## config.mk

```make
export PLATFORM = sky130hd
export DESIGN_NAME = regfile_sb
export DESIGN_NICKNAME = d
export VERILOG_FILES = /design/src/rtl/regfile_sb.sv
export SDC_FILE = /design/constraint.sdc
export NUM_CORES = 2
export LEC_CHECK = 0
export ABC_AREA = 1
export ABC_CLOCK_PERIOD_IN_PS = 9720
export CAP_MARGIN = 40
export CORE_MARGIN = 2
export CORE_UTILIZATION = 25
export DETAILED_ROUTE_END_ITERATION = 10
export PLACE_DENSITY = 0.48
export SLEW_MARGIN = 20
export SYNTH_ARGS = -nofsm -noshare
export SYNTH_HDL_FRONTEND = slang
export SYNTH_SLANG_ARGS = --single-unit
export TNS_END_PERCENT = 5
```

## constraint.sdc

```tcl
create_clock -name clk -period 9.72 [get_ports clk]
set_input_delay 1.944 -clock clk [delete_from_list [all_inputs] [get_ports clk]]
set_output_delay 1.944 -clock clk [all_outputs]
set_load 0.02 [all_outputs]
```

## src/rtl/regfile_sb.sv

```systemverilog
// General-purpose register file: two combinational read ports, one write port,
// optional write-first bypass, per-register pending scoreboard and syscall tap.
module regfile_sb #(
    parameter int DATA_W = 32,
    parameter int ADDR_W = 5,
    parameter int BYPASS = 1,
    parameter int V0_IDX = 2,
    parameter int A0_IDX = 4
) (
    input  logic              clk,
    input  logic              rst,
    input  logic [ADDR_W-1:0] rd_addr_a,
    output logic [DATA_W-1:0] rd_data_a,
    input  logic [ADDR_W-1:0] rd_addr_b,
    output logic [DATA_W-1:0] rd_data_b,
    input  logic              wr_en,
    input  logic [ADDR_W-1:0] wr_addr,
    input  logic [DATA_W-1:0] wr_data,
    input  logic              iss_en,
    input  logic [ADDR_W-1:0] iss_addr,
    output logic              busy_a,
    output logic              busy_b,
    output logic [DATA_W-1:0] sys_v0,
    input  logic              print_req,
    output logic [DATA_W-1:0] sys_a0,
    output logic              sys_a0_vld
);

    localparam int              DEPTH  = 1 << ADDR_W;
    localparam bit              LP_BYP = (BYPASS != 0);
    localparam logic [ADDR_W-1:0] LP_V0 = V0_IDX[ADDR_W-1:0];
    localparam logic [ADDR_W-1:0] LP_A0 = A0_IDX[ADDR_W-1:0];

    logic [DATA_W-1:0] r_regs [DEPTH];
    logic [DEPTH-1:0]  r_pend;
    logic [DATA_W-1:0] r_sys_a0;
    logic              r_sys_a0_vld;

    logic              w_wr_ok;
    logic              w_hit_a;
    logic              w_hit_b;
    logic              w_hit_a0;
    logic [DATA_W-1:0] w_a0_val;
    logic [DEPTH-1:0]  w_pend_nxt;

    assign w_wr_ok  = wr_en && (wr_addr != '0);
    assign w_hit_a  = LP_BYP && w_wr_ok && (wr_addr == rd_addr_a);
    assign w_hit_b  = LP_BYP && w_wr_ok && (wr_addr == rd_addr_b);
    assign w_hit_a0 = LP_BYP && w_wr_ok && (wr_addr == LP_A0);

    always_comb begin
        rd_data_a = '0;
        rd_data_b = '0;
        busy_a    = 1'b0;
        busy_b    = 1'b0;
        sys_v0    = '0;
        w_a0_val  = '0;
        if (rd_addr_a != '0) begin
            rd_data_a = w_hit_a ? wr_data : r_regs[rd_addr_a];
            busy_a    = w_hit_a ? 1'b0 : r_pend[rd_addr_a];
        end
        if (rd_addr_b != '0) begin
            rd_data_b = w_hit_b ? wr_data : r_regs[rd_addr_b];
            busy_b    = w_hit_b ? 1'b0 : r_pend[rd_addr_b];
        end
        // sys_v0 is a raw tap of storage; it never sees the bypass path
        if (LP_V0 != '0) begin
            sys_v0 = r_regs[LP_V0];
        end
        if (LP_A0 != '0) begin
            w_a0_val = w_hit_a0 ? wr_data : r_regs[LP_A0];
        end
    end

    // Issue is applied after writeback clear: a same-cycle issue is the newer producer
    always_comb begin
        w_pend_nxt = r_pend;
        if (w_wr_ok) begin
            w_pend_nxt[wr_addr] = 1'b0;
        end
        if (iss_en && (iss_addr != '0)) begin
            w_pend_nxt[iss_addr] = 1'b1;
        end
        w_pend_nxt[0] = 1'b0;
    end

    always_ff @(posedge clk) begin
        if (rst) begin
            for (int i = 0; i < DEPTH; i++) begin
                r_regs[i] <= '0;
            end
            r_pend       <= '0;
            r_sys_a0     <= '0;
            r_sys_a0_vld <= 1'b0;
        end else begin
            if (w_wr_ok) begin
                r_regs[wr_addr] <= wr_data;
            end
            r_pend       <= w_pend_nxt;
            r_sys_a0_vld <= print_req;
            if (print_req) begin
                r_sys_a0 <= w_a0_val;
            end
        end
    end

    assign sys_a0     = r_sys_a0;
    assign sys_a0_vld = r_sys_a0_vld;

endmodule

```

* Word level (Yosys, flattened, before mapping)
Memories as Yosys holds them, arrays and structs flattened. A register that Yosys moved wholly into a read port is not among the register bits. Index checks and enable logic that the tools add are counted.
Storage, ports and cells: logic and storage cells 52, output and inout bits 131, memories 1, bits in writable memories 1024, bits of input ports 57, flip-flop bits (word level) 33
Memories:
- r_regs | depth 32, bits a word 32, rd ports 4, clocked after Yosys merged registers in 1, write ports 32, RTL line 34 | logic [DATA_W-1:0] r_regs [DEPTH];
Cells by class: bitwise operators 3, order comparisons 6, equal/unequal tests 2, reductions and logical operators 11, multiplexer cells 26
Operators with widths (number):
- 2-to-1 mux 32 bit | 7
- AND 32 bit | 1
- inverter 32 bit | 1
- OR 32 bit | 1
- OR reduction 32 bit | 1
- less-than comparator 5 x 6 -> 1 bit, second input constant | 4
- nonzero test 5 bit | 4
- 2-to-1 mux 1 bit | 14
- binary-select mux 1 bit (select 5 bit) | 2
- demux 1 bit (select 5 bit) | 2
- == test 5 bit | 2
- >= comparator 5 x 1 -> 1 bit, second input constant | 2
- logical AND 1 bit | 6
- 2-to-1 mux 5 bit | 1

* Depth between registers and ports, before layout
depth after elaboration 9, depth in mapped cells 14, mapped depth without buffers 11

* Worst setup path before layout
No wires, ideal clock.
kind input to register, from input wr_addr[0], to memory r_regs[6][0], enable pin, required time 9.252 ns, setup time 0.468 ns, slack 4.290 ns, cell stages on the path 6, data arrival time 4.962 ns, path through buf_4 -> inv_1 -> nand2_1 -> nor2_1 -> inv_1 -> o21ai_0
RTL lines:
- start, declared | RTL line 17 | input logic [ADDR_W-1:0] wr_addr,
- end, declared | RTL line 34

* Worst setup path in the final report
from input rd_addr_b[3], to output rd_data_b[2]
Between the ends: longest elaborated chain between the ends 4
RTL lines:
- start, declared | RTL line 14 | input logic [ADDR_W-1:0] rd_addr_b,
- branches (longest 3 deep; another with memory read (32 x 32 bit))
- 2-to-1 mux 32 bit * | RTL line 62 | if (rd_addr_b != '0) begin
- end, declared | RTL line 15 | output logic [DATA_W-1:0] rd_data_b,
Mark *: on every way between the ends.

==> summary.txt <==
Routing
  – Remaining DRCs: 0
  – DR iter-0 viols: 7187
  – Per-cell routed wire length: 26.3 µm
  – Routed Antenna Nets: 0
  – Via density: 5.29
  – Pre-Repair DR Iteration Count: 8
  – DR vias: 54000
  – Total wire length: 268 mm

Clocking
  – H-tree depth: 3
  – Clock Path Buffers: 3
  – Post-CTS setup buffer count: 0
  – CTS tree: built
  – Clock transition at the registers of the reported paths: 0.06 ns
  – Clock Latency Late Sink: 0.77 ns
  – Root Driver: clkbuf_16
  – CTS Buf Count: 120
  – # resized after CTS: 0
  – Hold_buf cts: 0
  – CTS Sinks: 1088

Critical path
  – Critical path launch point: rd_addr_b[3]
  – CP Max Fanout: 28
  – WP buf/inv: 5
  – Reg2Reg Launch Point: r_regs[4][0]
  – Critical Path RT: 7.78 ns
  – Critical setup path kind: primary input to output port
  – Largest delay contributor family on the critical path: buffers and inverters
  – Setup crit end kind: output port
  – CP Launch Type: primary input
  – Worst path depth: 11
  – Slowest CP cell: clkinv_2
  – Largest stage delay on the critical path: 0.78 ns
  – Crit-path cells: buf_4 > clkinv_2 > nand2_1 > nand4_1 > nor3_1 > nand2_1 > inv_2 > buf_4 > nand2_1 > nand2_1 > clkdlybuf4s50_1
  – Reg2Reg Depth: 4
  – CP most frequent cell: nand2_1
  – WP data arrival: 5.96 ns

Cells and area
  – Fin nets: 6987
  – Most frequent cells in the layout: 1119 x nand2_1, 1110 x nand3_1, 1039 x nor2_1
  – Commonest non-fill, non-tap cell in the layout: nand2_1
  – Proportion of layout cells with a drive suffix above 1: 6.53%
  – Area grow syn2layout: 15.8%
  – Final Core Density: 29.1%
  – Filler cells: 25200

Timing
  – Slew Limit Fails: 0
  – Sum of negative setup slack: 0 ns
  – Hold WS: 0.491 ns
  – RSZ-0062 raised after global routing: no
  – FMAX: 127 MHz
  – Final period utilization: 81.3%
  – Final min period: 7.90 ns
  – Tightest Pin Transition: 1.20 ns
  – Final Skew: 0.0237 ns
  – Setup violations, final: 0
  – Final hold vios: 0
  – Relative slew slack: 19.8%

Placement
  – IO Port Bufs: 187
  – Detail Placement HPWL: 156 mm
  – Gpl congestion: 0.829

Power
  – Max VDD drop: 169 µV
  – Switching Share: 29.0%
  – P_int: 8.44 mW
  – Net Switching: 3.45 mW
  – Comb pwr share: 15.0%
  – Power per cell area: 171 nW/µm²
  – Pleak: 26.6 nW
  – Clk pwr share: 38.8%
  – Part of the power in registers: 46.1%

Floorplan
  – Core box area: 238000 µm²
  – Ports: 188
  – Die area: 244000 µm²
  – Die width: 494 µm
  – Starting Density: 25.2%
  – Die height: 494 µm
  – Num rows: 179

Min path
  – Tightest Hold Check Type: register to register
  – WHS Path Cells: 2
  – Hold path start: r_pend[6]

Global routing
  – Vias in the first global route: 50200
  – Initial antenna violation count: 26
  – First-pass GRT wire length: 375 mm
  – All-Layer GR Usage: 21.3%
  – GRT Residual Overflow: 0
  – Largest net degree at the start of global routing: 216

Synth
  – Post-Syn Instances: 7107
  – Register bit total from synthesis: 1088
  – Area of the mapped netlist: 59900 µm²
  – Netlist cell types: 32
  – Yosys Warn Count: 0
  – Sequential cell area fraction in the yosys report: 53.4%
  – Avg Synthesized Cell Area: 8.43 µm²

Run
  – Maxcap violations: 0

Run status
  – Status: completed
-- through the flow --
step	power, mW	setup slack (ns)	instances	cell area (µm²)
final	11.9	1.82	10200	69400
after global routing	12.3	1.75	10200	69400
after CTS	11.9	1.88	10200	69200
after detailed placement	7.34	1.88	9968	65400
after global placement	7.28	1.77	9918	64400
after floorplan	6.55	4.29	7138	60100
-- state kept, by name, summed over array words and instances (netlist names) --
| register | flops |
|---|---|
| r_regs | 1024 |
| sys_a0_vld | 1 |
| r_pend | 31 |
| sys_a0 | 32 |
-- worst register-to-register path, stage by stage, from the launching register on --
cell      delay (ns)
edfxtp_1        0.42
nand2_1         0.09
nand3_1         0.36
nand2_1         0.18
inv_1           0.05
-- power by group through the flow --
stage / Clock [mW] / Sequential [mW] / Combinational [mW]
detailed placement: 0 / 5.58 / 1.75
CTS: 4.67 / 5.49 / 1.76
floorplan: 0 / 5.57 / 0.983
finish: 4.62 / 5.49 / 1.79
global route: 4.85 / 5.51 / 1.91
global placement: 0 / 5.58 / 1.70
-- synthesized netlist by cell type --
master	count	area [µm²]
o21bai_1	1	7.51
conb_1	1	3.75
xnor2_1	5	43.8
nand2_1	1147	4310
buf_2	198	991
buf_4	11	82.6
or2_2	41	257
o211ai_1	678	5090
o21ai_0	302	1510
o21ai_2	1	8.76
clkbuf_1	387	1450
buf_1	80	300
inv_1	655	2460
edfxtp_1	1024	30700
nand3_1	1125	5630
o22ai_1	17	106
xor2_1	1	8.76
nand4_2	3	37.5
dfxtp_1	64	1280
nand3_2	6	60.1
nand4_1	3	18.8
clkbuf_2	1	5.00
nor2_8	1	20.0
inv_2	7	26.3
a21oi_1	284	1420
nor2_1	1039	3900
a211oi_1	1	7.51
a31oi_1	1	6.26
nor3_2	3	30.0
nor2_4	3	33.8
clkinv_1	5	18.8
nor3_1	12	60.1
-- worst paths after layout --
kind                       end  slack, ns
hold reg to reg      r_pend[6]       0.49
setup / recovery  rd_data_b[2]       1.82
hold / removal       r_pend[6]       0.49
setup reg to reg     sys_a0[0]       8.51
-- cell type report --
type | instances | area (µm²) | share of cell area (%)
Timing Repair Buffer | 347 | 3990 | 5.76
Antenna cell | 2 | 5.00 | 0.00721
Clock inverter | 71 | 574 | 0.828
Tap cell | 3167 | 3960 | 5.71
Sequential cell | 1088 | 32000 | 46.2
Clock buffer | 153 | 3220 | 4.64
Inverter | 667 | 2530 | 3.64
Multi-Input combinational cell | 4706 | 23100 | 33.2
-- logic make-up (layout without fill, tap and decap cells) --
group,Yosys count,after routing,synth area share [%]
flip-flops,1088,1088,53.4
AND/OR/NAND/NOR,3383,3383,23.9
other,1,34,0.00626
AO/OA/AOI/OAI,1285,1285,13.6
buffers and inverters,1344,1238,8.90
XOR/XNOR,6,6,0.0877
-- routing by layer --
layer  GRT usage, %  wire [µm]  part of all wire [%]  vias up
li1               -          -                     -    24000
met3           4.50      26100                   9.7      565
met5              0         33                 0.012        -
met1           28.6     111000                    41    26400
met2           33.3     120000                    45     2923
met4           8.57      11300                   4.2        4
Note: power is estimated with default switching activity, not from simulation.
